### src/rtl/lsu_ctrl.sv
// rtl/lsu_ctrl.sv - load/store unit controller issuing one aligned word access per request
// Optional feature macro: LSU_MISALIGN_TRAP_EN (misaligned H/HU/W faults instead of forcing the offset down)
module lsu_ctrl (
   input  logic        clk,
   input  logic        rst_n,
   input  logic        start,
   input  logic [31:0] addr,
   input  logic [31:0] wdata,
   input  logic [2:0]  memop,
   input  logic        memwr,
   output logic        busy,
   output logic        done,
   output logic [31:0] rdata,
   output logic        err,
   output logic        mem_req,
   output logic        mem_we,
   output logic [31:0] mem_addr,
   output logic [31:0] mem_wdata,
   output logic [3:0]  mem_wmask,
   input  logic        mem_ready,
   input  logic [31:0] mem_rdata
);

   typedef enum logic [1:0] {
      IDLE   = 2'd0,
      ACCESS = 2'd1,
      RESP   = 2'd2
   } state_t;

   state_t      state, state_nx;
   logic [31:0] addr_q;
   logic [31:0] wdata_q;
   logic [31:0] rdata_q;
   logic [2:0]  memop_q;
   logic        memwr_q;
   logic        fault_q;
   logic        start_fault;
   logic        access_act;
   logic [1:0]  off;
   logic [7:0]  ld_byte;
   logic [15:0] ld_half;
   logic [31:0] load_val;
   logic [31:0] st_data;
   logic [3:0]  st_mask;

   // Fault decision is made on the raw request so ACCESS never raises mem_req for it.
   always_comb begin
      start_fault = 1'b0;
      case (memop)
         3'b011, 3'b110, 3'b111: start_fault = 1'b1;
         3'b100, 3'b101:         start_fault = memwr;
         default:                start_fault = 1'b0;
      endcase
`ifdef LSU_MISALIGN_TRAP_EN
      if ((memop[1:0] == 2'b01) && addr[0])
         start_fault = 1'b1;
      if ((memop == 3'b010) && (addr[1:0] != 2'b00))
         start_fault = 1'b1;
`endif
   end

   // Lane offset aligned down to the access size.
   always_comb begin
      case (memop_q[1:0])
         2'b00:   off = addr_q[1:0];
         2'b01:   off = {addr_q[1], 1'b0};
         default: off = 2'b00;
      endcase
   end

   always_comb begin
      ld_byte = mem_rdata[{off, 3'b000} +: 8];
      ld_half = off[1] ? mem_rdata[31:16] : mem_rdata[15:0];
      case (memop_q)
         3'b000:  load_val = {{24{ld_byte[7]}}, ld_byte};
         3'b100:  load_val = {24'd0, ld_byte};
         3'b001:  load_val = {{16{ld_half[15]}}, ld_half};
         3'b101:  load_val = {16'd0, ld_half};
         default: load_val = mem_rdata;
      endcase
   end

   always_comb begin
      case (memop_q[1:0])
         2'b00: begin
            st_data = {4{wdata_q[7:0]}};
            st_mask = 4'b0001 << off;
         end
         2'b01: begin
            st_data = {2{wdata_q[15:0]}};
            st_mask = 4'b0011 << off;
         end
         default: begin
            st_data = wdata_q;
            st_mask = 4'b1111;
         end
      endcase
   end

   always_ff @(posedge clk or negedge rst_n) begin
      if (!rst_n)
         state <= IDLE;
      else
         state <= state_nx;
   end

   always_comb begin
      state_nx   = state;
      busy       = 1'b1;
      done       = 1'b0;
      err        = 1'b0;
      access_act = 1'b0;
      case (state)
         IDLE: begin
            busy = 1'b0;
            if (start)
               state_nx = ACCESS;
         end
         ACCESS: begin
            access_act = ~fault_q;
            if (fault_q || mem_ready)
               state_nx = RESP;
         end
         RESP: begin
            done     = 1'b1;
            err      = fault_q;
            state_nx = IDLE;
         end
         default: begin
            busy     = 1'b0;
            state_nx = IDLE;
         end
      endcase
   end

   always_ff @(posedge clk or negedge rst_n) begin
      if (!rst_n) begin
         addr_q  <= 32'd0;
         wdata_q <= 32'd0;
         memop_q <= 3'd0;
         memwr_q <= 1'b0;
         fault_q <= 1'b0;
         rdata_q <= 32'd0;
      end else begin
         if ((state == IDLE) && start) begin
            addr_q  <= addr;
            wdata_q <= wdata;
            memop_q <= memop;
            memwr_q <= memwr;
            fault_q <= start_fault;
         end
         if (access_act && mem_ready && !memwr_q)
            rdata_q <= load_val;
      end
   end

   assign mem_req   = access_act;
   assign mem_we    = access_act & memwr_q;
   assign mem_addr  = {addr_q[31:2], 2'b00};
   assign mem_wdata = st_data;
   assign mem_wmask = (access_act && memwr_q) ? st_mask : 4'b0000;
   assign rdata     = rdata_q;

endmodule

### config.mk
export PLATFORM = sky130hd
export DESIGN_NAME = lsu_ctrl
export DESIGN_NICKNAME = d
export VERILOG_FILES = /design/src/rtl/lsu_ctrl.sv
export SDC_FILE = /design/constraint.sdc
export NUM_CORES = 1
export LEC_CHECK = 0
export ABC_AREA = 1
export CORE_UTILIZATION = 45
export CTS_BUF_LIST = sky130_fd_sc_hd__clkbuf_8
export DETAILED_ROUTE_END_ITERATION = 6
export PLACE_DENSITY = 0.83
export SETUP_SLACK_MARGIN = 0.15
export SLEW_MARGIN = 15
export SYNTH_ARGS = -nofsm -noshare
export SYNTH_HDL_FRONTEND = slang
export SYNTH_SLANG_ARGS = --single-unit
export TNS_END_PERCENT = 5
### constraint.sdc
create_clock -name clk -period 2 [get_ports clk]
set_input_delay 0.6 -clock clk [delete_from_list [all_inputs] [get_ports clk]]
set_output_delay 0.6 -clock clk [all_outputs]
set_load 0.05 [all_outputs]
; ---- Word-level counts from Yosys, hierarchy flattened
; Cells that the tools add are included.
[totals]
regBits = 103
wordCells = 52
[classes]
n_eq_ne = 13
shifts = 3
mux = 14
n_bitwise = 2
n_reduce_logical = 13
[op_table]
columns = cell, n
row1 = $pmux W32 S4, 1
row2 = $pmux W32 S2, 1
row3 = $shiftx A32 B6 Y8, 1
row4 = $eq A3 B3 Y1 const B, 6
row5 = $mux W16, 1
row6 = $pmux W2 S2, 2
row7 = $pmux W4 S2, 1
row8 = $eq A2 B1 Y1 const B, 2
row9 = $logic_and A1 B1 Y1, 4
row10 = $logic_not A2 Y1, 2
row11 = $mux W1, 4
row12 = $mux W2, 2
row13 = $mux W4, 1
row14 = $ne A2 B2 Y1 const B, 2
row15 = $reduce_or A2 Y1, 2
row16 = $shl A1 B2 Y4 const A, 1
row17 = $shl A2 B2 Y4 const A, 1
row18 = $eq A3 B1 Y1 const B, 1
row19 = $eq A3 B2 Y1 const B, 1
row20 = $logic_not A3 Y1, 1
row21 = $reduce_or A3 Y1, 1
row22 = $eq A2 B2 Y1 const B, 1
row23 = $pmux W1 S2, 1
row24 = $reduce_and A2 Y1, 1
row25 = 4 further kinds, 4

; ---- Depth between registers and ports, before layout
; Gate-level depths: netlist of the first run.
[depth]
word_depth = 5
mapped_depth = 10
mapped_depth_nobuf = 10

; ---- Least setup slack after synthesis of the first run
; OpenSTA, ideal clock, no wires.
[synth_timing]
kind = register -> output
startpoint = register state[1]
endpoint = output port mem_wmask[2]
arrival_time_ns = 2.720
t_required_ns = 1.400
path_slack_ns = -1.320
path_stages_with_launch = 7
n_path_buf = 0
path_cell_list = dfrtp_1 > inv_1 > ha_1 > nand2_1 > nor2_1 > inv_1 > a211oi_1
[synth_between]
elab_chain_cells = 4
[synth_rtl]
columns = item, line_no
row1 = start: declaration, 30  ; state_t state, state_nx;
row2 = start signal: assignment, 104  ; state <= state_nx;
row3 = $eq A2 B1 Y1, 113  ; case (state)
row4 = $mux W1, 113
row5 = $logic_and A1 B1 Y1, 161  ; assign mem_wmask = (access_act && memwr_q) ? st_mask : 4'b0000;
row6 = $mux W4, 161
row7 = end: declaration, 19  ; output logic [3:0] mem_wmask,
; Every way passes these cells.

; ---- Final worst setup path of the first run
[layout_timing]
startpoint = register state[1]
endpoint = output port mem_wmask[3]
; The elaborated chain is that of the path after synthesis.

==> metrics.cfg, run 1 <==
[cells_and_area]
drive_above_1_share_pct=24.1
final_util_pct=70.2
area_growth_pct=49.2
fin_cells=985
final_cell_area_mm2=0.00778
fill_cells=838
antenna_cells=0
num-nets-final=951

[yosys]
synth_top_cell_by_area=dfrtp_1
synth_simple_gate_area_share_pct=25.6
synth_commonest_cells=nand2_1, dfrtp_1, buf_4, inv_1
yosysMostFrequentCell=nand2_1
synth_xor_area_share_pct=0
synthMuxAreaShare_pct=0
syn_inst=666
synth_compound_gate_area_share_pct=12.1
synth_top_area_share_pct=49.4
async_flop_share_pct=100
synth_edf_count=0
syn_area_mm2=0.00521
yosys_register_bits=103
synthTopCellsByArea=dfrtp_1, nand2_1, buf_4
synthAdderAreaFrac_pct=1.20
ys.warnings.count=0
synth-seq-area-share_pct=49.4
synth_cell_types=27
synth_area_per_cell_um2=7.83
ys.flop_type=dfrtp_1
synth_top_family_by_area=simple AND/OR/NAND/NOR gates

[sta]
fin_crit_sh_pct=113
rsz0062_at_grt=yes
final.setup.worst_slack_ps=-267
finalSetupViolCount=31
layout_min_cycle_time_ps=2270
skew_ps=11.3
fmax_ghz=0.441
report.final.slew_viol_count=0
hold_viol=0

[setup_path]
r2r-start=memop_q[1]
reg2reg_depth=11
path_class=reg2out
crit_chain=inv_2 > ha_4 > nand2_4 > nor2_4 > o21ai_2 > buf_6 > a21oi_4 > buf_12
cp_max_fo=3
cp-end-kind=primary output
cp_slowest_cell=dfrtp_1
timing.rr.end=rdata[12]
max_stage_delay_ps=410
critPathRequiredTime_ps=1400
crit_arrival_ps=1670
cp-start-kind=flop
r2r_slack_ps=260

[drt]
highest_layer=met4
antenna_left=0
num_vias=5129
wl_met2_um=7590
routed-wl-met3_um=1380
drt-met1-wl_um=6100
wl_per_cell_um=15.6
drc_errors=0
drt-vias-per-instance=5.21
drt-pass1-iter-count=5
drt_iter0_drc=389
wl_um=15400

[cts]
cts_tree=done
numCtsBuffers=9
clockBufferDepth=2
clkSinkCount=103
root_buffer=clkbuf_8
clk_latency_ps=360
clk_pin_slew_worst_paths_ps=100
holdBufCountCts=0
h-tree-depth=3

[placed_design]
placed_area_mm2=0.00727
dp_cells=963
dpl.hpwl_um=11000
gp_congestion=0.893
port-buffer-count=206

[floorplanning]
core-area_mm2=0.0111
pin_count=209
die_w_um=110
rows=38
start_util_pct=47.1
dieArea_mm2=0.0120
die_y_um=110

[outcome]
violations=setup timing
status=complete, but fails checks

[grt]
grt_max_degree=56
grt_pass1_wl_um=23800
first_global_vias=5009
grt.overflow.total=0
antenna_found_initial=0
grt_usage_pct=25.8

[min_path]
min_path_type=in2async

[run]
maxCapViolCount=0

cell families (layout without fill, tap and decap cells):
kind of cell	Yosys count	count (layout)
AND/OR/NAND/NOR	337	337
flip-flops	103	103
adder cells (fa/ha/maj)	5	5
other	1	2
AO/OA/AOI/OAI	108	108
buffers and inverters	112	290
placed cells by master (no fill, tap or decap), types with 8 or more instances in the layout:
cell | Yosys | routed
buf_6 | 2 | 9
o211ai_1 | 13 | 13
buf_12 | 0 | 24
o22ai_1 | 8 | 8
nand2_1 | 286 | 274
inv_1 | 38 | 33
o21ai_0 | 37 | 28
nand2_2 | 2 | 11
nor2_1 | 34 | 31
a21oi_2 | 10 | 10
buf_4 | 40 | 97
a21oi_1 | 37 | 36
dfrtp_1 | 103 | 102
clkbuf_8 | 0 | 10
clkdlybuf4s50_1 | 0 | 102
what timing repair did:
| item | CTS | global route |
|---|---|---|
| pin swaps | 6 | 9 |
| gates cloned | 1 | 0 |
| gates resized for setup | 22 | 34 |
| buffers inserted | 5 | 2 |
| endpoints found under the setup margin | 33 | 51 |
stage by stage:
stage	TNS (ps)	hold WS, ps	worst slack, ps
after global routing	-7240	238	-353
after floorplan	-2380	304	-225
after detailed placement	-45.4	466	-20.9
after global placement	0	463	32.8
after CTS	-5550	232	-286
final	-5210	218	-267
area by class of cell:
class                           count  area [um2]  area share, %
Inverter                           40         155           1.99
Clock buffer                       10         138           1.77
Multi-Input combinational cell    452        2250           28.9
Clock inverter                      4        72.6          0.933
Sequential cell                   103        2580           33.2
Timing Repair Buffer              236        2410           31.0
Tap cell                          140         175           2.25
state kept, by name (all words and copies together) (netlist names):
signal   flops
fault_q      1
rdata       32
state        2
memop_q      3
addr_q      32
wdata_q     32
memwr_q      1
per-layer routing:
| metal | up-vias | GRT usage [%] |
|---|---|---|
| li1 | 2402 | - |
| met1 | 2393 | 31.5 |
| met2 | 301 | 44.8 |
| met3 | 33 | 4.80 |
| met4 | 0 | 10.6 |
| met5 | - | 0 |
worst max-delay path by stage:
stage	cells past startpoint	endpoint	from
after floorplan	6	mem_wmask[2]	state[1]
after global placement	4	mem_wdata[25]	memop_q[1]
after detailed placement	8	rdata[12]	mem_rdata[23]
after CTS	8	mem_wmask[3]	state[1]
after global routing	8	mem_wmask[3]	state[1]
final	8	mem_wmask[3]	state[1]
critical path, delay by kind of cell, from the launching register on:
family          cells  cell delay, ps
simple gates        2             200
buf+inv             3             360
flops               1             410
fa+ha+maj           1             130
compound gates      2             210
Power of run 1 is not shown: default switching activity piles up to over one toggle a cycle in this logic, so the estimate is an artifact.
==> run 2: changes to the inputs <==
--- a/config.mk
+++ b/config.mk
@@ -11,6 +11,7 @@
 export DETAILED_ROUTE_END_ITERATION = 6
 export PLACE_DENSITY = 0.83
 export SETUP_SLACK_MARGIN = 0.15
+export SKIP_LAST_GASP = 1
 export SLEW_MARGIN = 15
 export SYNTH_ARGS = -nofsm -noshare
 export SYNTH_HDL_FRONTEND = slang
==> constraint.sdc (replaced) <==
create_clock -name clk -period 2.1 [get_ports clk]
set_input_delay 0.63 -clock clk [delete_from_list [all_inputs] [get_ports clk]]
set_output_delay 0.63 -clock clk [all_outputs]
set_load 0.05 [all_outputs]
==> metrics.cfg, run 2 (synthesis gave the netlist of run 1 again) <==
[outcome]
status=complete, but fails checks
violations=setup timing

[grt]
grt_pass1_wl_um=24700  ; +3.7%
antenna_found_initial=0  ; unchanged
first_global_vias=5125  ; +2.3%
grt_usage_pct=26.9  ; +1.1 points
grt_max_degree=104  ; +86%
grt.overflow.total=0  ; unchanged

[sta]
report.final.slew_viol_count=0  ; unchanged
layout_min_cycle_time_ps=2340
skew_ps=10.3  ; -0.966 ps
fmax_ghz=0.428
setup_tns_ps=-3750  ; +1460 ps
hold_viol=0  ; unchanged
relSlewSlack_pct=62.9
finalSetupViolCount=29  ; -6.5%
final.setup.worst_slack_ps=-239  ; +27.9 ps
worstMarginPinSlew_ps=557
rsz0062_at_grt=yes
fin_crit_sh_pct=111

[cts]
clk_latency_ps=380  ; +20 ps
clkSinkCount=103  ; unchanged
clk_pin_slew_worst_paths_ps=100  ; about the same
root_buffer=clkbuf_8
clockBufferDepth=2  ; unchanged
numCtsBuffers=9  ; unchanged
cts_tree=done
holdBufCountCts=0  ; unchanged
h-tree-depth=3  ; unchanged

[setup_path]
reg2reg_depth=11  ; unchanged
cp-start-kind=flop
crit_chain=inv_2 > ha_4 > nand2_4 > nor2_4 > inv_2 > a211oi_4 > buf_12
crit_arrival_ps=1710  ; +40 ps
r2r_slack_ps=320  ; +60 ps
path_common_cell=inv_2
cp_max_fo=3  ; unchanged
max_stage_delay_ps=400  ; about the same
cp-end-kind=primary output
critPathRequiredTime_ps=1470  ; +70 ps
cp_slowest_cell=dfrtp_1
path_class=reg2out

[drt]
drt-met1-wl_um=6020  ; -1.3%
antenna_left=0  ; unchanged
drt-vias-per-instance=5.27  ; +1.1%
drc_errors=0  ; unchanged
routed-wl-met3_um=1310  ; -5.0%
wl_um=15400  ; +0.45%
wl_met2_um=7760  ; +2.3%
drt_iter0_drc=304  ; -22%
drt-pass1-iter-count=7  ; +2
highest_layer=met4
num_vias=5172  ; +0.84%
wl_per_cell_um=15.7  ; +0.76%

[floorplanning]
core-area_mm2=0.0111  ; unchanged
die_w_um=110  ; unchanged
dieArea_mm2=0.0120  ; unchanged
pin_count=209  ; unchanged
die_y_um=110  ; unchanged
rows=38  ; unchanged
start_util_pct=47.1  ; unchanged

[cells_and_area]
layout_commonest_cell=nand2_1
drive_above_1_share_pct=22.1  ; -2.1 points
area_growth_pct=44.9
final_util_pct=68.2  ; -2.0 points
final_cell_mix=nand2_1, buf_4, dfrtp_1
antenna_cells=0  ; unchanged
num-nets-final=946  ; -0.53%

[min_path]
min_path_type=in2async

[placed_design]
dpl.hpwl_um=11000  ; +0.37%
port-buffer-count=206  ; unchanged
gp_congestion=0.871  ; -2.4%

[run]
maxCapViolCount=0  ; unchanged

-- run 2: area by class of cell --
class	instances	area, um2
clock inverters	7	72.6
inverters	40	155
clock buffers	9	124
repair buffers	231	2290
flip-flops and latches	103	2580
multi-input cells	452	2150
well taps	140	175
fillers	861	3520
-- run 2: final timing paths --
kind / start / endpoint
worst max-delay path: state[1] / mem_wmask[2]
worst min-delay path: rst_n / rdata[24]
worst max register to register: memop_q[1] / rdata[8]
worst min register to register: addr_q[6] / addr_q[6]
max in group asynchronous: rst_n / rdata[7]
min in group clk: addr_q[6] / addr_q[6]
-- run 2: critical path, delay by kind of cell (launching register included) --
| kind | cells | cell delay, ps |
|---|---|---|
| buffers and inverters | 3 | 330 |
| flip-flops | 1 | 400 |
| AO/OA/AOI/OAI | 1 | 280 |
| adder cells (fa/ha/maj) | 1 | 140 |
| AND/OR/NAND/NOR | 2 | 180 |
-- run 2: metrics by stage --
| stage | worst slack, ps | std cells | hold WS [ps] | instance area, um2 |
|---|---|---|---|---|
| floorplan | -155 | 667 | 334 | 5290 |
| global placement | 92.8 | 957 | 462 | 7200 |
| detailed placement | 65.1 | 957 | 468 | 7200 |
| CTS | -247 | 981 | 337 | 7550 |
| global route | -319 | 982 | 342 | 7550 |
| finish | -239 | 982 | 292 | 7550 |
-- run 2: per-layer routing --
layer / vias to the layer above / global-route usage [%]
met5: - / 0
met4: 0 / 12.0
met3: 39 / 4.62
met2: 302 / 46.6
met1: 2435 / 32.8
li1: 2396 / -
-- run 2: timing repair --
item | 4_1_cts | 5_1_grt
pin swaps | 8 | 2
gates resized for setup | 22 | 0
setup buffers | 7 | 1
gates cloned | 1 | 0
endpoints found under the hold margin | 0 | 0
endpoints found under the setup margin | 33 | 34
Power of run 2 is left out for the same reason.
